$ cat src/rtl/sce_ram_arbiter.sv
// sce_ram_arbiter: round-robin arbiter for two SCE engine masters onto one
// single-port 1024x36 scratch RAM macro (active-low cen/gwen/wen, 1-cycle
// registered read). After reset, and on a zeroize pulse, the whole RAM is
// swept to zero before any grant is given.
//
// Optional feature, enabled by defining SCE_RAMARB_PARITY_EN:
//   per-byte even parity is stored in RAM bits DW+3:DW and checked on every
//   read return. A mismatch sets the sticky perr output. Without the macro
//   the parity bits are written as zero and perr is tied low.
//
// Handshake: a master raises req and holds we/addr/wdata/wmask stable until
// it sees gnt high. gnt is combinational, and the RAM access is issued in the
// same cycle as gnt. A granted read returns exactly one cycle later, as a
// single-cycle rvalid pulse with rdata on the same cycle. Writes have no
// response. The busy output is the debug view of the FSM: 1 = SCRUB, 0 = RUN.
module sce_ram_arbiter #(
  parameter int AW    = 10,
  parameter int DW    = 32,
  parameter int DEPTH = 1024
) (
  input  logic          clk,
  input  logic          reset,
  input  logic          zeroize,
  output logic          busy,
  input  logic          m0_req,
  output logic          m0_gnt,
  input  logic          m0_we,
  input  logic [AW-1:0] m0_addr,
  input  logic [DW-1:0] m0_wdata,
  input  logic [DW-1:0] m0_wmask,
  output logic          m0_rvalid,
  output logic [DW-1:0] m0_rdata,
  input  logic          m1_req,
  output logic          m1_gnt,
  input  logic          m1_we,
  input  logic [AW-1:0] m1_addr,
  input  logic [DW-1:0] m1_wdata,
  input  logic [DW-1:0] m1_wmask,
  output logic          m1_rvalid,
  output logic [DW-1:0] m1_rdata,
  output logic          perr,
  output logic          ram_cen,
  output logic          ram_gwen,
  output logic [DW+3:0] ram_wen,
  output logic [AW-1:0] ram_a,
  output logic [DW+3:0] ram_d,
  input  logic [DW+3:0] ram_q
);

  typedef enum logic {ST_SCRUB = 1'b0, ST_RUN = 1'b1} state_t;

  state_t        state_q;
  logic [AW-1:0] cnt_q;
  logic          busy_q;
  logic          last_gnt_q;   // 0 = m0 was granted last, 1 = m1
  logic          m0_rvalid_q;
  logic          m1_rvalid_q;
  logic          arb_en;
  logic          s_we;
  logic [AW-1:0] s_addr;
  logic [DW-1:0] s_wdata;
  logic [DW-1:0] s_wmask;

  // Grants only in RUN, never under reset, and zeroize wins over requests.
  assign arb_en = (state_q == ST_RUN) && !reset && !zeroize;
  assign m0_gnt = arb_en && m0_req && (!m1_req || last_gnt_q);
  assign m1_gnt = arb_en && m1_req && (!m0_req || !last_gnt_q);

  // Request mux: m1 fields only when m1 is granted, m0 otherwise.
  assign s_we    = m1_gnt ? m1_we    : m0_we;
  assign s_addr  = m1_gnt ? m1_addr  : m0_addr;
  assign s_wdata = m1_gnt ? m1_wdata : m0_wdata;
  assign s_wmask = m1_gnt ? m1_wmask : m0_wmask;

  assign busy      = busy_q;
  assign m0_rvalid = m0_rvalid_q;
  assign m1_rvalid = m1_rvalid_q;
  assign m0_rdata  = ram_q[DW-1:0];
  assign m1_rdata  = ram_q[DW-1:0];

`ifdef SCE_RAMARB_PARITY_EN
  logic perr_q;
  logic par_err;
  logic mask_ok;

  function automatic logic [3:0] byte_par(input logic [DW-1:0] w);
    logic [3:0] p;
    for (int k = 0; k < 4; k++) p[k] = ^w[8*k +: 8];
    return p;
  endfunction

  // Stored parity is checked only on cycles that return read data.
  assign par_err = (m0_rvalid_q || m1_rvalid_q) &&
                   (byte_par(ram_q[DW-1:0]) != ram_q[DW+3:DW]);
  assign perr    = perr_q || par_err;

  // Parity is kept per byte, so a write mask has to cover whole bytes.
  always_comb begin
    mask_ok = 1'b1;
    for (int k = 0; k < 4; k++) begin
      if ((s_wmask[8*k +: 8] != 8'h00) && (s_wmask[8*k +: 8] != 8'hFF)) mask_ok = 1'b0;
    end
  end

  // Flag a partial-byte write mask in simulation.
  always_ff @(posedge clk) begin
    if (!reset && (m0_gnt || m1_gnt) && s_we) begin
      assert (mask_ok) else $error("sce_ram_arbiter: partial-byte wmask %h", s_wmask);
    end
  end

  // Sticky parity error, cleared only by reset.
  always_ff @(posedge clk) begin
    if (reset) perr_q <= 1'b0;
    else       perr_q <= perr_q || par_err;
  end
`else
  logic unused_par;
  assign unused_par = ^ram_q[DW+3:DW];
  assign perr       = 1'b0;
`endif

  // RAM control: scrub write, granted access, or idle (cen high).
  always_comb begin
    ram_cen  = 1'b1;
    ram_gwen = 1'b1;
    ram_wen  = '1;
    ram_a    = s_addr;
    ram_d    = {4'b0000, s_wdata};
`ifdef SCE_RAMARB_PARITY_EN
    ram_d[DW+3:DW] = byte_par(s_wdata);
`endif
    if (!reset) begin
      if (state_q == ST_SCRUB) begin
        ram_cen  = 1'b0;
        ram_gwen = 1'b0;
        ram_wen  = '0;
        ram_a    = cnt_q;
        ram_d    = '0;
      end else if (m0_gnt || m1_gnt) begin
        ram_cen = 1'b0;
        if (s_we) begin
          ram_gwen          = 1'b0;
          ram_wen[DW-1:0]   = ~s_wmask;
`ifdef SCE_RAMARB_PARITY_EN
          for (int k = 0; k < 4; k++) ram_wen[DW+k] = ~s_wmask[8*k];
`else
          ram_wen[DW+3:DW]  = 4'b0000;
`endif
        end
      end
    end
  end

  // FSM (SCRUB sweep / RUN), round-robin pointer and read-return pipeline.
  always_ff @(posedge clk) begin
    if (reset) begin
      state_q     <= ST_SCRUB;
      cnt_q       <= '0;
      busy_q      <= 1'b1;
      last_gnt_q  <= 1'b1;
      m0_rvalid_q <= 1'b0;
      m1_rvalid_q <= 1'b0;
    end else begin
      m0_rvalid_q <= m0_gnt && !m0_we;
      m1_rvalid_q <= m1_gnt && !m1_we;
      if (m0_gnt)      last_gnt_q <= 1'b0;
      else if (m1_gnt) last_gnt_q <= 1'b1;
      case (state_q)
        ST_SCRUB: begin
          if (cnt_q == AW'(DEPTH - 1)) begin
            state_q <= ST_RUN;
            busy_q  <= 1'b0;
            cnt_q   <= '0;
          end else begin
            cnt_q <= cnt_q + AW'(1);
          end
        end
        ST_RUN: begin
          if (zeroize) begin
            state_q <= ST_SCRUB;
            busy_q  <= 1'b1;
            cnt_q   <= '0;
          end
        end
        default: begin
          state_q <= ST_SCRUB;
          busy_q  <= 1'b1;
          cnt_q   <= '0;
        end
      endcase
    end
  end

endmodule

$ cat config.mk
export PLATFORM = sky130hd
export DESIGN_NAME = sce_ram_arbiter
export DESIGN_NICKNAME = d
export VERILOG_FILES = /design/src/rtl/sce_ram_arbiter.sv
export SDC_FILE = /design/constraint.sdc
export NUM_CORES = 1
export LEC_CHECK = 0
export BUFFER_PORTS_ARGS = -buffer_cell sky130_fd_sc_hd__buf_2
export CAP_MARGIN = 20
export CELL_PAD_IN_SITES_DETAIL_PLACEMENT = 0
export CELL_PAD_IN_SITES_GLOBAL_PLACEMENT = 2
export CORE_UTILIZATION = 11
export DETAILED_ROUTE_END_ITERATION = 8
export PLACE_DENSITY = 0.86
export SYNTH_ARGS = -nofsm -noshare
export SYNTH_HDL_FRONTEND = slang
export SYNTH_SLANG_ARGS = --single-unit
$ cat constraint.sdc
create_clock -name clk -period 1.9 [get_ports clk]
set_clock_uncertainty 0.05 [all_clocks]
set_input_delay 0.38 -clock clk [delete_from_list [all_inputs] [get_ports clk]]
set_output_delay 0.38 -clock clk [all_outputs]
set_load 0.03 [all_outputs]
# After elaboration in Yosys (flattened, before gate mapping)
# Cells that the tools add are included.
# op_classes
n_mux	30
add_sub_neg	1
n_bitwise	2
eq_ne	3
n_reduce_logical	20
# op_table
operator	count
two-way mux 36 bit	4
two-way mux 32 bit	4
two-way mux 10 bit	5
NOT 32 bit	1
case mux 10 bit (2 select lines)	1
two-way mux 1 bit	14
adder 10 x 1 -> 10 bit, second input constant	1
equality test 10 bit, second input constant	1
logical AND 1 bit	8
logical NOT 1 bit	7
case mux 1 bit (2 select lines)	2
logical OR 1 bit	3
inequality test 2 x 1 -> 1 bit, second input constant	1
inequality test 2 bit, second input constant	1
AND reduction 2 bit	1
nonzero test 2 bit	1
NOT 1 bit	1
# word_totals
output_inout_bits	154
ff_bits	15
input_bits	191

# Depth between registers and ports, before layout
# depth
ltp_word	11
depth_mapped	8
ltp_nobuf	5

# Worst setup path before layout
# Ideal clock, no wire load.
# synth_timing
path_type	reg-to-output
startpoint	register state_q
endpoint	output ram_d[22]
path_buffers	3
setup_slack_ns	-0.374
arrival_ns	1.844
stages_incl_launch_ff	9
path_cell_list	dfxtp_1 -> buf_4 -> nor3b_4 -> nand3_2 -> inv_2 -> buf_4 -> buf_2 -> nand2_1 -> a21oi_1
# synth_between
elab_chain_cells	7
# synth_lines
item	line	source
start, declared	52	state_t state_q;
start signal, assigned	158	state_q <= ST_SCRUB;
start signal, assigned	172	state_q <= ST_RUN;
start signal, assigned	181	state_q <= ST_SCRUB;
logical AND 1 bit * (2 in a row)	65	assign arb_en = (state_q == ST_RUN) && !reset && !zeroize;
logical AND 1 bit * (2 in a row)	67	assign m1_gnt = arb_en && m1_req && (!m0_req || !last_gnt_q);
net m1_gnt	34	output logic m1_gnt,
two-way mux 32 bit *	72	assign s_wdata = m1_gnt ? m1_wdata : m0_wdata;
two-way mux 32 bit	134	if (state_q == ST_SCRUB) begin
two-way mux 32 bit *	133	if (!reset) begin
end, declared	46	output logic [DW+3:0] ram_d,
# Mark *: on every way through the listed nets, which the timed path passes. The rest lies on a longest branch.

# Worst setup path in the final report
# layout_timing
startpoint	register state_q
endpoint	output ram_wen[22]
# layout_between
elab_chain_cells	10
elab_cells_between_ends	14
classes_between	mux (6); bitwise (1); reduce/logical (7)
# layout_lines
item	line	source
logical AND 1 bit (2 in a row)	65	
logical AND 1 bit (2 in a row)	67	
two-way mux 32 bit	73	assign s_wmask = m1_gnt ? m1_wmask : m0_wmask;
NOT 32 bit	144	ram_wen[DW-1:0] = ~s_wmask;
two-way mux 36 bit	142	if (s_we) begin
two-way mux 36 bit	140	end else if (m0_gnt || m1_gnt) begin
two-way mux 36 bit *	134	
two-way mux 36 bit *	133	
end, declared	44	output logic [DW+3:0] ram_wen,
# Mark *: on every way between the ends. The rest lies on a longest branch, timed or not.

==> run metrics <==
width of the die=154 um; CP Data Required Time=1.47 ns; largest net degree at the start of global routing=37; die span in y=154 um; Max Clock Freq=~0.43 GHz; row count=55; total CTS buffers=3; number of synthesized register bits=15; Netlist cell types=38; final worst-path cycle share=123%; grt ovf=0; initial antenna violation count=4; worst min path class=in -> reg; nets@finish=about 810; Final WS setup=-0.438 ns; Slew Limit Fails=0; Final ANT Viol Nets=0; share of cells above drive strength 1=74.2%; leak pwr=around 2.7 nW; IO Count=345; xor and xnor area share after synthesis=1.03%; Post-synth top flop=dfxtp_1; sequential share of the synthesized area=approximately an eighth; n_diodes=0; adder-cell share of the synthesized area=0.492%; DR WL/cell=15.7 um; drt pass-1 iters=4; die area=23700 um2; Avg Cell Area, Syn=6.05 um2; PD cells=between 200 and 300 nW/um2; Post-synth EDFFs=0; vias in the first global route=3565; Max clock buf depth=2; Hold Fails Final Rpt=0; synth top area cells=nand2_1 23%, buf_4 22%, dfxtp_1 12%, a31o_1 10%, a21oi_1 6.7%; crit path max fanout=18; CP arrival=1.91 ns; RePlAce Congestion=0.740; Post-synth ARST share=0%; Std-Cell Core Area=22600 um2; post-layout min period=approximately 2.3 ns; DRT Wirelength=14200 um; drt drc=0; top cell type's share of synthesized area=around 23%; clock root buffer master=clkbuf_16; Setup Viol. Count Final=81; Worst R2R Setup Slack=0.21 ns; Syn Inst Count=420; gr usage total=10.9%; post-synthesis cell area=2540 um2; dpl ws=-0.441 ns; YS warnings=0; DR vias=around 3600; RSZ-0062 raised after global routing=yes; first-pass GRT wire length=approximately 20000 um; status=complete, but fails checks; fill count=2442; Startpoint Class=register; largest family of logic cells by synthesized area=simple AND/OR/NAND/NOR gates; post-synthesis mux area share=0%; synthesis-to-layout area growth=129%; violated checks=negative setup slack; vias per cell=roughly 4.0; Yosys top cell by area=nand2_1; simple-gate share of the synthesized area=32.2%; Worst-path clk slew=0.06 ns; H-tree levels=1; Setup CP Type=reg -> out; CTS tree=built; Peak supply drop=0.224 mV; final hold slack=0.270 ns; Synth Area in Compound Gates=25.6%; detailed placer's ending HPWL=between 9000 and 10000 um; Initial Util=11.2%; CTS Sinks=15; port buffer count=239; Setup crit end kind=output port; Clk Latency, worst-skew pair=between 0.2 and 0.3 ns; Iter 0 DRT Violations=125; final core occ=25.6%; Max Cap Viol=0
==> synth_stat cells (6+ instances only) <==
library cell,number
buf_4,75
dfxtp_1,15
nand2_1,157
a31o_1,29
buf_2,6
nand3_1,7
clkbuf_1,16
nor2_1,18
a21oi_1,34
o21ai_0,6
a31oi_1,11
==> worst max-delay path: stages, from the launching register on <==
cell	delay, ns
dfxtp_2	0.33
nor3b_4	0.28
nand4_1	0.12
buf_4	0.18
a31o_4	0.34
a31o_2	0.25
buf_4	0.16
==> timing repair <==
action,in CTS,in global routing
setup endpoints to repair,82,82
setup buffers,13,4
gates resized for setup,247,28
pin swaps,27,6
hold buffers,0,0
endpoints found under the hold margin,0,0
cloned,9,4
==> sequential cells by signal, indices dropped and copies added (netlist names) <==
register	flops
state_q	1
busy	1
last_gnt_q	1
cnt_q	10
m0_rvalid	1
m1_rvalid	1
==> metal layers <==
layer  global-route usage [%]  vias to the layer above  part of all wire (%)
li1                         -                     1739                     -
met1                     12.6                     1671                    40
met2                     20.6                      182                    52
met3                     2.11                       29                   6.5
met4                     1.90                        4                   1.8
met5                        0                        -                  0.18
==> worst paths after layout <==
kind	startpoint	end	depth (start not counted)
worst max register to register	cnt_q[1]	cnt_q[5]	5
worst min register to register	last_gnt_q	last_gnt_q	2
worst min-delay path	m0_we	m0_rvalid	2
worst max-delay path	state_q	ram_wen[22]	6
==> through the flow <==
stage,setup TNS (ns),total power [mW],cell area [um2],instances
2_1_floorplan,-1.55,1.08,3290,424
3_3_place_gp,-25.50,1.12,4400,873
3_5_place_dp,-27.46,1.12,4400,873
4_1_cts,-31.35,1.70,5640,899
5_1_grt,-34.90,1.78,5810,904
6_report,-28.45,1.70,5810,904
==> cell usage in the layout, fill, tap and decap left out, types with 3 or more instances in the layout <==
cell type	Yosys	routed
buf_2	6	162
dfxtp_1	15	13
o21ai_0	6	6
a31o_4	1	13
inv_1	4	3
a31oi_4	0	10
nor3_1	3	3
buf_12	0	15
nand2_4	0	44
buf_4	75	43
nand3_1	7	7
buf_6	4	60
nand2_2	0	28
a32o_1	3	3
a31o_2	4	22
a21oi_4	0	32
nand2_1	157	85
buf_8	0	6
nor2_1	18	16
clkbuf_16	0	5
conb_1	1	5
buf_16	0	7
==> cell type report <==
type,instances,area [um2],share of cell area [%]
Multi-Input combinational cell,300,2590,44.6
Clock inverter,1,7.51,0.129
Timing Repair Buffer,295,2440,42.1
Tap cell,285,357,6.14
Clock buffer,3,75.1,1.29
Sequential cell,15,303,5.21
Inverter,5,31.3,0.539
==> where the power goes <==
part	total, mW	internal [mW]	leakage, nW	switching [mW]
Sequential	0.326	0.320	0.122	0.00595
Combinational	0.944	0.431	2.55	0.513
Clock	0.432	0.284	0.0371	0.148
Total	1.70	1.04	2.71	0.666
==> cells by family after synthesis <==
logic type / count (synthesis)
compound gates: 93
xor+xnor: 3
fa+ha+maj: 1
buf+inv: 110
flops: 15
other cells: 1
simple gates: 197
No activity file was read; power rests on OpenSTA's default activity.
